`config.mk`:
```
export PLATFORM = sky130hd
export DESIGN_NAME = ex_condlogic_buffer
export DESIGN_NICKNAME = d
export VERILOG_FILES = /design/src/rtl/alu_pkg.sv /design/src/rtl/ex_condlogic_buffer_cond_check.sv /design/src/rtl/ex_condlogic_buffer.sv
export SDC_FILE = /design/constraint.sdc
export NUM_CORES = 1
export LEC_CHECK = 0
export ABC_AREA = 1
export CAP_MARGIN = 20
export CORE_ASPECT_RATIO = 2
export CORE_MARGIN = 5
export CORE_UTILIZATION = 48
export DETAILED_ROUTE_END_ITERATION = 10
export GPL_TIMING_DRIVEN = 0
export PLACE_DENSITY = 0.79
export SLEW_MARGIN = 40
export SYNTH_ARGS = -nofsm -noshare
export SYNTH_HDL_FRONTEND = slang
export SYNTH_SLANG_ARGS = --single-unit
```
`constraint.sdc`:
```
create_clock -name clk -period 2.2 [get_ports clk]
set_input_delay 0.33 -clock clk [delete_from_list [all_inputs] [get_ports clk]]
set_output_delay 0.33 -clock clk [all_outputs]
set_load 0.05 [all_outputs]
```
`src/rtl/alu_pkg.sv`:
```
// Definitions shared by the ALU, the instruction decoder and the execute/writeback stage:
// condition codes, NZCV bit positions and ALU operation encodings.
package alu_pkg;

    typedef enum logic [3:0] {
        COND_EQ = 4'b0000,
        COND_NE = 4'b0001,
        COND_CS = 4'b0010,
        COND_CC = 4'b0011,
        COND_MI = 4'b0100,
        COND_PL = 4'b0101,
        COND_VS = 4'b0110,
        COND_VC = 4'b0111,
        COND_HI = 4'b1000,
        COND_LS = 4'b1001,
        COND_GE = 4'b1010,
        COND_LT = 4'b1011,
        COND_GT = 4'b1100,
        COND_LE = 4'b1101,
        COND_AL = 4'b1110,
        COND_NV = 4'b1111
    } cond_e;

    localparam int FLAG_N = 3;
    localparam int FLAG_Z = 2;
    localparam int FLAG_C = 1;
    localparam int FLAG_V = 0;

    typedef enum logic [3:0] {
        OP_ADD = 4'b0000,
        OP_SUB = 4'b0001,
        OP_AND = 4'b0010,
        OP_OR  = 4'b0011,
        OP_XOR = 4'b0100,
        OP_NOT = 4'b0101,
        OP_SHL = 4'b0110,
        OP_SHR = 4'b0111,
        OP_MUL = 4'b1000,
        OP_CMP = 4'b1001,
        OP_COS = 4'b1010,
        OP_SIN = 4'b1011
    } alu_op_e;

endpackage

```
`src/rtl/ex_condlogic_buffer_cond_check.sv`:
```
// Combinational ARM-style condition evaluator: decides whether an instruction
// executes given its condition field and the architectural NZCV flags.
module cond_check
    import alu_pkg::*;
(
    input  logic [3:0] cond,
    input  logic [3:0] nzcv,
    output logic       pass
);

    logic n_f, z_f, c_f, v_f;

    assign n_f = nzcv[FLAG_N];
    assign z_f = nzcv[FLAG_Z];
    assign c_f = nzcv[FLAG_C];
    assign v_f = nzcv[FLAG_V];

    always_comb begin
        pass = 1'b1;
        case (cond_e'(cond))
            COND_EQ: pass = z_f;
            COND_NE: pass = !z_f;
            COND_CS: pass = c_f;
            COND_CC: pass = !c_f;
            COND_MI: pass = n_f;
            COND_PL: pass = !n_f;
            COND_VS: pass = v_f;
            COND_VC: pass = !v_f;
            COND_HI: pass = c_f && !z_f;
            COND_LS: pass = !c_f || z_f;
            COND_GE: pass = (n_f == v_f);
            COND_LT: pass = (n_f != v_f);
            COND_GT: pass = !z_f && (n_f == v_f);
            COND_LE: pass = z_f || (n_f != v_f);
            // NV is never-execute on real ARM; this pipeline executes it unconditionally.
            default: pass = 1'b1;
        endcase
    end

endmodule

```
`src/rtl/ex_condlogic_buffer.sv`:
```
// Execute-to-writeback stage: conditionally retires ALU results, maintains NZCV
// and queues passing instructions in a 2-entry valid/ready buffer.
module ex_condlogic_buffer
    import alu_pkg::*;
#(
    parameter int N = 8
) (
    input  logic         clk,
    input  logic         rst_n,
    input  logic         in_valid,
    output logic         in_ready,
    input  logic [N-1:0] alu_result,
    input  logic [3:0]   alu_flags,
    input  logic [3:0]   cond,
    input  logic [1:0]   flag_write,
    input  logic         reg_write,
    input  logic [3:0]   rd,
    output logic         out_valid,
    input  logic         out_ready,
    output logic [N-1:0] out_result,
    output logic [3:0]   out_rd,
    output logic         out_reg_write,
    output logic [3:0]   nzcv
);

    localparam int DEPTH = 2;

    logic [1:0]   count_q, count_d;
    logic         wr_ptr_q, wr_ptr_d;
    logic         rd_ptr_q, rd_ptr_d;
    logic [3:0]   nzcv_q, nzcv_d;

    logic [N-1:0] result_mem_q [DEPTH];
    logic [3:0]   rd_mem_q     [DEPTH];
    logic         rw_mem_q     [DEPTH];

    logic             cond_pass;
    logic             accept;
    logic             push;
    logic             pop;
    logic [DEPTH-1:0] wr_en;
    logic             head_idx;

    cond_check u_cond_check (
        .cond (cond),
        .nzcv (nzcv_q),
        .pass (cond_pass)
    );

    assign in_ready  = (count_q != 2'd2);
    assign out_valid = (count_q != 2'd0);
    assign accept    = in_valid && in_ready;
    // A failed condition still completes the handshake but leaves no trace.
    assign push      = accept && cond_pass;
    assign pop       = out_valid && out_ready;

    genvar gi;
    generate
        for (gi = 0; gi < DEPTH; gi++) begin : g_wr_en
            assign wr_en[gi] = push && (wr_ptr_q == 1'(gi));
        end
    endgenerate

    always_comb begin
        count_d = count_q;
        case ({push, pop})
            2'b10:   count_d = count_q + 2'd1;
            2'b01:   count_d = count_q - 2'd1;
            default: count_d = count_q;
        endcase
    end

    assign wr_ptr_d = wr_ptr_q ^ push;
    assign rd_ptr_d = rd_ptr_q ^ pop;

    always_comb begin
        nzcv_d = nzcv_q;
        if (push && flag_write[1]) begin
            nzcv_d[FLAG_N] = alu_flags[FLAG_N];
            nzcv_d[FLAG_Z] = alu_flags[FLAG_Z];
        end
        if (push && flag_write[0]) begin
            nzcv_d[FLAG_C] = alu_flags[FLAG_C];
            nzcv_d[FLAG_V] = alu_flags[FLAG_V];
        end
    end

    always_ff @(posedge clk or negedge rst_n) begin
        if (!rst_n) begin
            count_q  <= 2'd0;
            wr_ptr_q <= 1'b0;
            rd_ptr_q <= 1'b0;
            nzcv_q   <= 4'b0000;
        end else begin
            count_q  <= count_d;
            wr_ptr_q <= wr_ptr_d;
            rd_ptr_q <= rd_ptr_d;
            nzcv_q   <= nzcv_d;
        end
    end

    always_ff @(posedge clk or negedge rst_n) begin
        if (!rst_n) begin
            for (int i = 0; i < DEPTH; i++) begin
                result_mem_q[i] <= '0;
                rd_mem_q[i]     <= 4'd0;
                rw_mem_q[i]     <= 1'b0;
            end
        end else begin
            for (int i = 0; i < DEPTH; i++) begin
                if (wr_en[i]) begin
                    result_mem_q[i] <= alu_result;
                    rd_mem_q[i]     <= rd;
                    rw_mem_q[i]     <= reg_write;
                end
            end
        end
    end

    // When empty, the slot behind the read pointer still holds the last popped entry.
    assign head_idx      = out_valid ? rd_ptr_q : ~rd_ptr_q;
    assign out_result    = result_mem_q[head_idx];
    assign out_rd        = rd_mem_q[head_idx];
    assign out_reg_write = rw_mem_q[head_idx];
    assign nzcv          = nzcv_q;

endmodule
```
==> results.md, run 1 <==
- Status: completed
- Ys async rst share: 1.000
- Clock skew: between 0.003 and 0.004 ns
- Nets: around 290
- Critical path arrival: 1.77 ns
- Cell Rows: 31
- WP buf/inv: 2
- ANT nets after route: 0
- Clock buffer count from CTS: 5
- Initial antenna violation count: 0
- Port Buffer Count: 45
- Dpl cells: roughly 300
- Vias: between 1.5k and 2k
- Dpl hpwl: 3001 µm
- Final setup viols: 0
- Routability Congestion: roughly 0.76
- CP Data Required Time: between 1.5 and 2 ns
- Slew @ Worst Pin: between 0.4 and 0.5 ns
- Seq cells post-synth: 34
- CP endpoint kind: primary output
- Synth cell types: 24
- Max-slew violations: 0
- Area grow syn2layout: 36.59%
- Worst Path Class, Setup: reg -> out
- Final TNS setup: 0 ns
- R2R cell count: 12
- Area leader, netlist: dfrtp_1
- N_diodes: 0
- Sink Count: 34
- CTS tree: built
- Fin crit period: between 2 and 2.5 ns
- Hold Fails Final Rpt: 0
- Tightest Hold Check Type: in -> async
- Primary FF master, synth: dfrtp_1
- Core ar.: 0.003568 mm²
- Leading cell types by count after synthesis: nand2_1, dfrtp_1, o21ai_0, inv_1, mux2_2
- CTS max path bufs: 2
- Clock latency on the worst-skew pair: approximately 0.28 ns
- Ranking of synthesized cells by area: dfrtp_1, nand2_1, mux2_2
- Vias in the first global route: between 1.5k and 2k
- GRT Overall Usage: 0.1857
- Drt first-iter violations: 23
- Largest net degree at the start of global routing: 24
- TritonRoute pass-1 iters: 4
- Remaining DRCs: 0
- I/O pins: 46
- Post-synth EDFFs: 0
- CTS clock-pin slew for the worst setup and hold paths: roughly 0.070 ns
- Starting Density: 0.4916
- Die width: approximately 53 µm
- CP top delay family: buffers and inverters
- Share of cells above drive strength 1: 0.2296
- Delay of the slowest critical-path stage: about 0.46 ns
- Mapped Area: between 0.0015 and 0.002 mm²
- First-pass GRT wire length: about 7000 µm
- H-tree depth: 2
- Crit-path cells: nor2_4 > xor2_4 > buf_4 > nand2_1 > o21ai_0 > buf_2
- Yosys warnings: 0
- Seq/Total Area, Yosys: 0.4850
- Final core occ: 0.6715
- Max Clk Rate: approximately 480 MHz
- Final Instance Count excl. Fillers: 306
- WL per Instance: 13.41 µm
- Synth Area per Inst: a little under 9 µm²
- Crit Path Max Fanout: 6
- CP max stage cell: dfrtp_2
- Avg Vias per Cell: ~5
- WL final: between 4000 and 5000 µm
- Crit start category: flop
- Clk root buf: clkbuf_8
- Post-route clock period utilization: 0.9554
- Path length in cells of the critical path: 6
- Slew Limit Headroom: 0.6658
- Synth top area share: 0.4850
- Mapped Nets: 230
- # Max-Cap Violations: 0
- Most frequent cell after synthesis: nand2_1
- Total gr overflow: 0
- Gate Count Post-Synth: 200
- Die Y: around 95 µm
- Die area: between 0.005 and 0.006 mm²
worst paths after layout:
check                                             start                            to  slack [ns]
hold / removal                                    rst_n   result_mem_q[8]$_DFFE_PN0P_        0.47
max in group asynchronous                         rst_n           nzcv[3]$_DFFE_PN0P_        1.31
min in group clk           result_mem_q[13]$_DFFE_PN0P_  result_mem_q[13]$_DFFE_PN0P_        0.51
setup / recovery                 count_q[1]$_DFFE_PN0P_                 out_reg_write         0.1
hold reg to reg            result_mem_q[13]$_DFFE_PN0P_  result_mem_q[13]$_DFFE_PN0P_        0.51
setup reg to reg                    nzcv[2]$_DFFE_PN0P_  result_mem_q[14]$_DFFE_PN0P_        0.19
placed cells by master (no fill, tap or decap), types with 2 or more instances in the layout:
cell type / instances
dfrtp_2: 4
dfrtp_1: 30
clkbuf_8: 7
nor2_1: 7
nand3_1: 6
a21oi_1: 5
buf_4: 9
buf_2: 8
xnor2_1: 2
mux2_2: 13
buf_6: 2
clkdlybuf4s50_1: 27
nand4_1: 4
nand2_1: 56
inv_2: 2
o21ai_0: 26
nor2_2: 2
nand3_2: 3
inv_1: 25
dlygate4sd2_1: 4
cell type report:
type | instances | area [µm²]
Fill cell | 305 | 1172
Sequential cell | 34 | 855.8
Multi-Input combinational cell | 133 | 788.3
Timing Repair Buffer | 49 | 445.4
Inverter | 28 | 105.1
Clock buffer | 7 | 86.33
Tap cell | 49 | 61.31
Buffer | 5 | 48.80
Clock inverter | 1 | 5.005
sequential cells by signal (all words and copies together) (netlist names):
signal and flops:
count_q 2, nzcv 4, rd_mem_q 8, rd_ptr_q 1
result_mem_q 16, rw_mem_q 2, wr_ptr_q 1
metrics by stage:
| step | area [µm²] | setup WS (ns) | hold slack (ns) |
|---|---|---|---|
| 6_report | 2396 | 0.09817 | 0.4660 |
| 5_1_grt | 2396 | -0.001229 | 0.4984 |
| 4_1_cts | 2370 | 0.02616 | 0.4717 |
| 3_5_place_dp | 2292 | -0.5503 | 0.2409 |
| 3_3_place_gp | 2270 | -0.5418 | 0.4901 |
| 2_1_floorplan | 1758 | -0.1243 | 0.03441 |
layer usage:
| metal | vias to the layer above | track usage | part of all wire |
|---|---|---|---|
| met3 | 8 | 0.03756 | 0.062 |
| met4 | 0 | 0.07676 | 0.019 |
| met1 | 732 | 0.2022 | 0.37 |
| met2 | 48 | 0.3361 | 0.54 |
| li1 | 749 | - | - |
| met5 | - | 0 | 0 |
repair_timing:
| item | in CTS | in global routing |
|---|---|---|
| hold buffers | 1 | 0 |
| setup buffers | 0 | 2 |
| gates resized for setup | 98 | 3 |
| hold endpoints to repair | 11 | 0 |
| setup endpoints to repair | 36 | 21 |
logic make-up (layout without fill, tap and decap cells):
group	after synthesis	after routing	synth area share
AO/OA/AOI/OAI	33	33	0.1020
adder cells (fa/ha/maj)	3	3	0.02140
AND/OR/NAND/NOR	80	80	0.2033
buffers and inverters	33	90	0.07418
multiplexers	13	13	0.08345
XOR/XNOR	4	4	0.03068
flip-flops	34	34	0.4850
Power of run 1 is not shown: default switching activity piles up to over one toggle a cycle in this logic, so the estimate is an artifact.
==> run 2, diff against run 1 <==
SETUP_SLACK_MARGIN = 0.2   (was not set)
==> run 2 against run 1 <==
- sequential share of layout area fell by 3.3 points
- die area did not move
- sequential cell count did not move
- non-clock buffer count rose by 12
- global-route usage barely moved
- clock skew barely moved
- final cell count rose by 3.9%
- critical endpoint is now out_rd[1]
==> results.md, run 2 (synthesized netlist as in run 1, its figures left out) <==
- Remaining DRCs: 0 (unchanged)
- Die width: 52.75 µm (unchanged)
- Routability Congestion: 0.7600 (was 0.7574)
- TritonRoute pass-1 iters: 4 (unchanged)
- Total gr overflow: 0 (unchanged)
- Dpl cells: 295 (unchanged)
- First-pass GRT wire length: 6955 µm (was 6996 µm)
- Clock buffer count from CTS: 5 (unchanged)
- Cell Rows: 31 (unchanged)
- Reg2Reg Launch Point: nzcv[3]$_DFFE_PN0P_ (was nzcv[2]$_DFFE_PN0P_)
- Max Clk Rate: 502.1 MHz (was 475.8 MHz)
- Largest net degree at the start of global routing: 23 (was 24)
- Die area: 0.005037 mm² (unchanged)
- Most common cell after layout, fill and taps aside: nand2_1 (unchanged)
- WP buf/inv: 3 (was 2)
- Max-slew violations: 0 (unchanged)
- # Max-Cap Violations: 0 (unchanged)
- Pre-CTS setup slack: -0.5857 ns (was -0.5503 ns)
- Tightest Hold Check Type: in -> async (unchanged)
- Core ar.: 0.003568 mm² (unchanged)
- Drt first-iter violations: 42 (was 23)
- Crit Path Max Fanout: 9 (was 6)
- CP endpoint kind: primary output (unchanged)
- Clock latency on the worst-skew pair: 0.28 ns (about the same)
- Die Y: 95.49 µm (unchanged)
- WL per Instance: 13.44 µm (was 13.41 µm)
- Most frequent cells in the layout: nand2_1, dfrtp_1, clkdlybuf4s50_1 (unchanged)
- Sink Count: 34 (unchanged)
- Hold Fails Final Rpt: 0 (unchanged)
- Delay of the slowest critical-path stage: 0.43 ns (was 0.46 ns)
- Fin crit period: 1.992 ns (was 2.102 ns)
- Fill cells: 267 (was 305)
- Dpl hpwl: 3002 µm (was 3001 µm)
- CP max stage cell: dfrtp_2 (unchanged)
- WL final: 4274 µm (was 4102 µm)
- Share of cells above drive strength 1: 0.3271 (was 0.2296)
- Clock skew: 0.002669 ns (was 0.003091 ns)
- Nets: 298 (was 286)
- Storage element area: 858.3 µm² (was 855.8 µm²)
- Launch point of the worst path: count_q[1]$_DFFE_PN0P_ (unchanged)
- Area of the multi-input gates: 840.8 µm² (was 788.3 µm²)
- Unrepaired setup endpoints after global routing: yes
- Critical path arrival: 1.66 ns (was 1.77 ns)
- GRT Overall Usage: 0.1856 (was 0.1857)
- Crit start category: flop (unchanged)
- CTS max path bufs: 2 (unchanged)
- Setup WS post-layout: 0.2082 ns (was 0.09817 ns)
- Crit-path cells: nor2_4 > xor2_4 > buf_12 > buf_6 > nand2_1 > o21ai_1 > buf_6 (was nor2_4 > xor2_4 > buf_4 > nand2_1 > o21ai_0 > buf_2)
- Slew @ Worst Pin: 0.4934 ns (was 0.4997 ns)
- CTS clock-pin slew for the worst setup and hold paths: 0.06 ns (was 0.07 ns)
- Slew Limit Headroom: 0.6700 (was 0.6658)
- Vias: 1560 (was 1537)
- CP top delay family: buffers and inverters (unchanged)
- N_diodes: 0 (unchanged)
- CP dominant cell by count: buf_6
- R2r setup slk: 0.32 ns (was 0.19 ns)
- Status: completed (unchanged)
- Post-route clock period utilization: 0.9054 (was 0.9554)
- ANT nets after route: 0 (unchanged)
- Initial antenna violation count: 0 (unchanged)
- Worst Path Class, Setup: reg -> out (unchanged)
- CP Data Required Time: 1.87 ns (about the same)
- Avg Vias per Cell: 4.906 (was 5.023)
- Max FFs per register: 16 (unchanged)
- Vias in the first global route: 1562 (was 1591)
- Final Instance Count excl. Fillers: 318 (was 306)
- I/O pins: 46 (unchanged)
- Final setup viols: 0 (unchanged)
- H-tree depth: 2 (unchanged)
- Area grow syn2layout: 50.86% (was 36.59%)
- Clk root buf: clkbuf_8 (unchanged)
- CTS tree: built (unchanged)
- Starting Density: 0.4916 (unchanged)
- Most flop-heavy register: result_mem_q (unchanged)
- Port Buffer Count: 45 (unchanged)
[run 2: path summary, 6_finish.rpt]
check | endpoint | cells after the start
max | out_rd[1] | 7
min | result_mem_q[12]$_DFFE_PN0P_ | 2
max reg2reg | result_mem_q[11]$_DFFE_PN0P_ | 13
min reg2reg | result_mem_q[12]$_DFFE_PN0P_ | 1
max in group asynchronous | result_mem_q[1]$_DFFE_PN0P_ | 3
min in group clk | result_mem_q[12]$_DFFE_PN0P_ | 1
[run 2: per-layer routing]
| layer | share of wire | routed length [µm] | global-route usage |
|---|---|---|---|
| met4 | 0.024 | 102 | 0.06397 |
| met2 | 0.55 | 2359 | 0.3444 |
| met5 | 0 | 0 | 0 |
| met3 | 0.061 | 260 | 0.03912 |
| met1 | 0.36 | 1551 | 0.1990 |
[run 2: through the flow]
step	instance area [µm²]	setup TNS (ns)	util	hold slack [ns]
detailed placement	2312	-13.84	0.6480	0.2522
finish	2646	0	0.7416	0.4933
floorplan	1778	-1.469	-	0.03441
global route	2646	0	0.7416	0.5180
global placement	2290	-13.45	0.6417	0.4885
CTS	2449	0	0.6862	0.5040
[run 2: cell type report]
type | instances | area share
multi-input combinational | 133 | 0.3177
clock buffer | 7 | 0.03262
sequential | 34 | 0.3243
clock inverter | 1 | 0.001891
tap | 49 | 0.02317
inverter | 28 | 0.03972
buffer | 5 | 0.02128
timing repair buffer | 61 | 0.2392
[run 2: timing repair]
action,4_1_cts,5_1_grt
setup endpoints to repair,42,37
gates resized for setup,110,46
pin swaps,1,1
cloned,1,2
hold buffers,1,0
endpoints found under the hold margin,12,0
buffers inserted,5,6
Power of run 2 is left out for the same reason.
==> run 3, diff against run 2 <==
--- a/config.mk
+++ b/config.mk
@@ -20 +20,2 @@
 export SYNTH_SLANG_ARGS = --single-unit
+export TNS_END_PERCENT = 100
==> constraint.sdc (replaced) <==
create_clock -name clk -period 2.2 [get_ports clk]
set_input_delay 0.44 -clock clk [delete_from_list [all_inputs] [get_ports clk]]
set_output_delay 0.44 -clock clk [all_outputs]
set_load 0.05 [all_outputs]
==> run 3 against run 2 <==
- global-route usage up 0.66 points
- non-clock buffer count increased by 3
- sequential cell count is the same
- setup slack got worse by 0.11 ns
- highest routed layer unchanged
==> results.md, run 3 (synthesized netlist as in run 1, its figures left out) <==
- Status: completed (unchanged)
- Crit start category: flop (unchanged)
- ANT nets after route: 0 (unchanged)
- Critical path arrival: 1.66 ns (about the same)
- WL final: 4476 µm (was 4274 µm)
- I/O pins: 46 (unchanged)
- Post-route clock period utilization: 0.9553 (was 0.9054)
- First-pass GRT wire length: 7100 µm (was 6955 µm)
- Tightest Hold Check Type: in -> async (unchanged)
- Slew Limit Headroom: 0.6726 (was 0.6700)
- GRT Overall Usage: 0.1922 (was 0.1856)
- Final setup viols: 0 (unchanged)
- Largest net degree at the start of global routing: 19 (was 23)
- CP Data Required Time: 1.76 ns (was 1.87 ns)
- # hold bufs at CTS: 0 (was 1)
- Die Y: 95.49 µm (unchanged)
- Most flop-heavy register: result_mem_q (unchanged)
- Fin crit period: 2.102 ns (was 1.992 ns)
- TritonRoute pass-1 iters: 4 (unchanged)
- # Max-Cap Violations: 0 (unchanged)
- Final Instance Count excl. Fillers: 321 (was 318)
- Clk root buf: clkbuf_8 (unchanged)
- Port Buffer Count: 45 (unchanged)
- Dpl hpwl: 3111 µm (was 3002 µm)
- Max-slew violations: 0 (unchanged)
- Starting Density: 0.4916 (unchanged)
- Most frequent cells in the layout: nand2_1, dfrtp_1, clkdlybuf4s50_1 (unchanged)
- Delay of the slowest critical-path stage: 0.44 ns (was 0.43 ns)
- CP endpoint kind: primary output (unchanged)
- Final core occ: 0.7479 (was 0.7416)
- Drt first-iter violations: 40 (was 42)
- Core ar.: 0.003568 mm² (unchanged)
- Unrepaired setup endpoints after global routing: yes (unchanged)
- Remaining DRCs: 0 (unchanged)
- H-tree depth: 2 (unchanged)
- Reg2Reg Launch Point: nzcv[3]$_DFFE_PN0P_ (unchanged)
- Crit Path Max Fanout: 9 (unchanged)
- Reg-to-Reg End: result_mem_q[11]$_DFFE_PN0P_ (unchanged)
- Nets: 301 (was 298)
- Hold Fails Final Rpt: 0 (unchanged)
- Dpl cell area: 0.002320 mm² (was 0.002312 mm²)
- CP dominant cell by count: buf_6 (unchanged)
- Crit-path cells: nor2_4 > xor2_4 > buf_12 > buf_6 > nand2_1 > o21ai_1 > buf_6 (unchanged)
- Die width: 52.75 µm (unchanged)
- Worst Path Class, Setup: reg -> out (unchanged)
- Slew @ Worst Pin: 0.4896 ns (was 0.4934 ns)
- CP max stage cell: dfrtp_2 (unchanged)
- Dpl cells: 295 (unchanged)
- Initial antenna violation count: 0 (unchanged)
- CTS tree: built (unchanged)
- Vias in the first global route: 1628 (was 1562)
- Final TNS setup: 0 ns (unchanged)
- Die area: 0.005037 mm² (unchanged)
- R2R cell count: 13 (unchanged)
- Sink Count: 34 (unchanged)
- Area grow syn2layout: 52.14% (was 50.86%)
- Max Clk Rate: 475.8 MHz (was 502.1 MHz)
- Fin area: 0.002669 mm² (was 0.002646 mm²)
- Share of cells above drive strength 1: 0.3529 (was 0.3271)
- Clock latency on the worst-skew pair: 0.28 ns (about the same)
- CTS max path bufs: 2 (unchanged)
- N_diodes: 0 (unchanged)
- Max FFs per register: 16 (unchanged)
- CTS clock-pin slew for the worst setup and hold paths: 0.07 ns (was 0.06 ns)
- WL per Instance: 13.94 µm (was 13.44 µm)
- Total gr overflow: 0 (unchanged)
- Vias: 1600 (was 1560)
- Avg Vias per Cell: 4.984 (was 4.906)
- Routability Congestion: 0.7346 (was 0.7600)
- Most common cell after layout, fill and taps aside: nand2_1 (unchanged)
- R2r setup slk: 0.30 ns (was 0.32 ns)
- Clock skew: 0.007179 ns (was 0.002669 ns)
- Clock buffer count from CTS: 5 (unchanged)
- Cell Rows: 31 (unchanged)
## run 3: how the worst max path moves through the flow
stage          cells after the start  slack (ns)              startpoint                           to
2_1_floorplan                      4        0.13  count_q[1]$_DFFE_PN0P_                    out_rd[0]
6_report                           7         0.1  count_q[1]$_DFFE_PN0P_                out_result[3]
5_1_grt                            7       0.004  count_q[1]$_DFFE_PN0P_                    out_rd[0]
3_5_place_dp                      14       -0.68                 cond[1]  result_mem_q[5]$_DFFE_PN0P_
3_3_place_gp                      13       -0.70                 cond[1]  result_mem_q[5]$_DFFE_PN0P_
4_1_cts                            7        0.09  count_q[0]$_DFFE_PN0P_                    out_rd[1]
## run 3: critical path: cells and delay by family, from the launching register on
family,cells,cell delay [ns]
flip-flops,1,0.44
XOR/XNOR,1,0.18
AND/OR/NAND/NOR,2,0.22
AO/OA/AOI/OAI,1,0.09
buffers and inverters,3,0.45
## run 3: per-stage QoR
stage | worst slack (ns) | hold slack, ns
2_1_floorplan | 0.1259 | 0.1444
3_3_place_gp | -0.6993 | 0.4897
3_5_place_dp | -0.6799 | 0.3956
4_1_cts | 0.09277 | 0.09056
5_1_grt | 0.003965 | 0.09719
6_report | 0.09845 | 0.08129
## run 3: repair_timing
action / in CTS / in global routing
setup buffers: 9 / 6
endpoints found under the hold margin: 0 / 0
pin swaps: 1 / 5
setup endpoints to repair: 43 / 37
resized for setup: 120 / 18
cloned: 2 / 1
## run 3: routing by layer
metal | track usage | wire length, µm | up-vias
met5 | 0 | 0 | -
met4 | 0.07249 | 65 | 0
met3 | 0.04538 | 261 | 6
met2 | 0.3558 | 2633 | 58
met1 | 0.2006 | 1516 | 755
li1 | - | - | 781
## run 3: area by class of cell
type / count / area, µm²
tap: 49 / 61.31
fill: 296 / 899.6
buffer: 5 / 55.05
multi-input combinational: 133 / 852.1
clock inverter: 2 / 13.76
sequential: 34 / 858.3
inverter: 28 / 105.1
timing repair buffer: 64 / 650.6
clock buffer: 6 / 72.57
Power of run 3 is left out for the same reason.
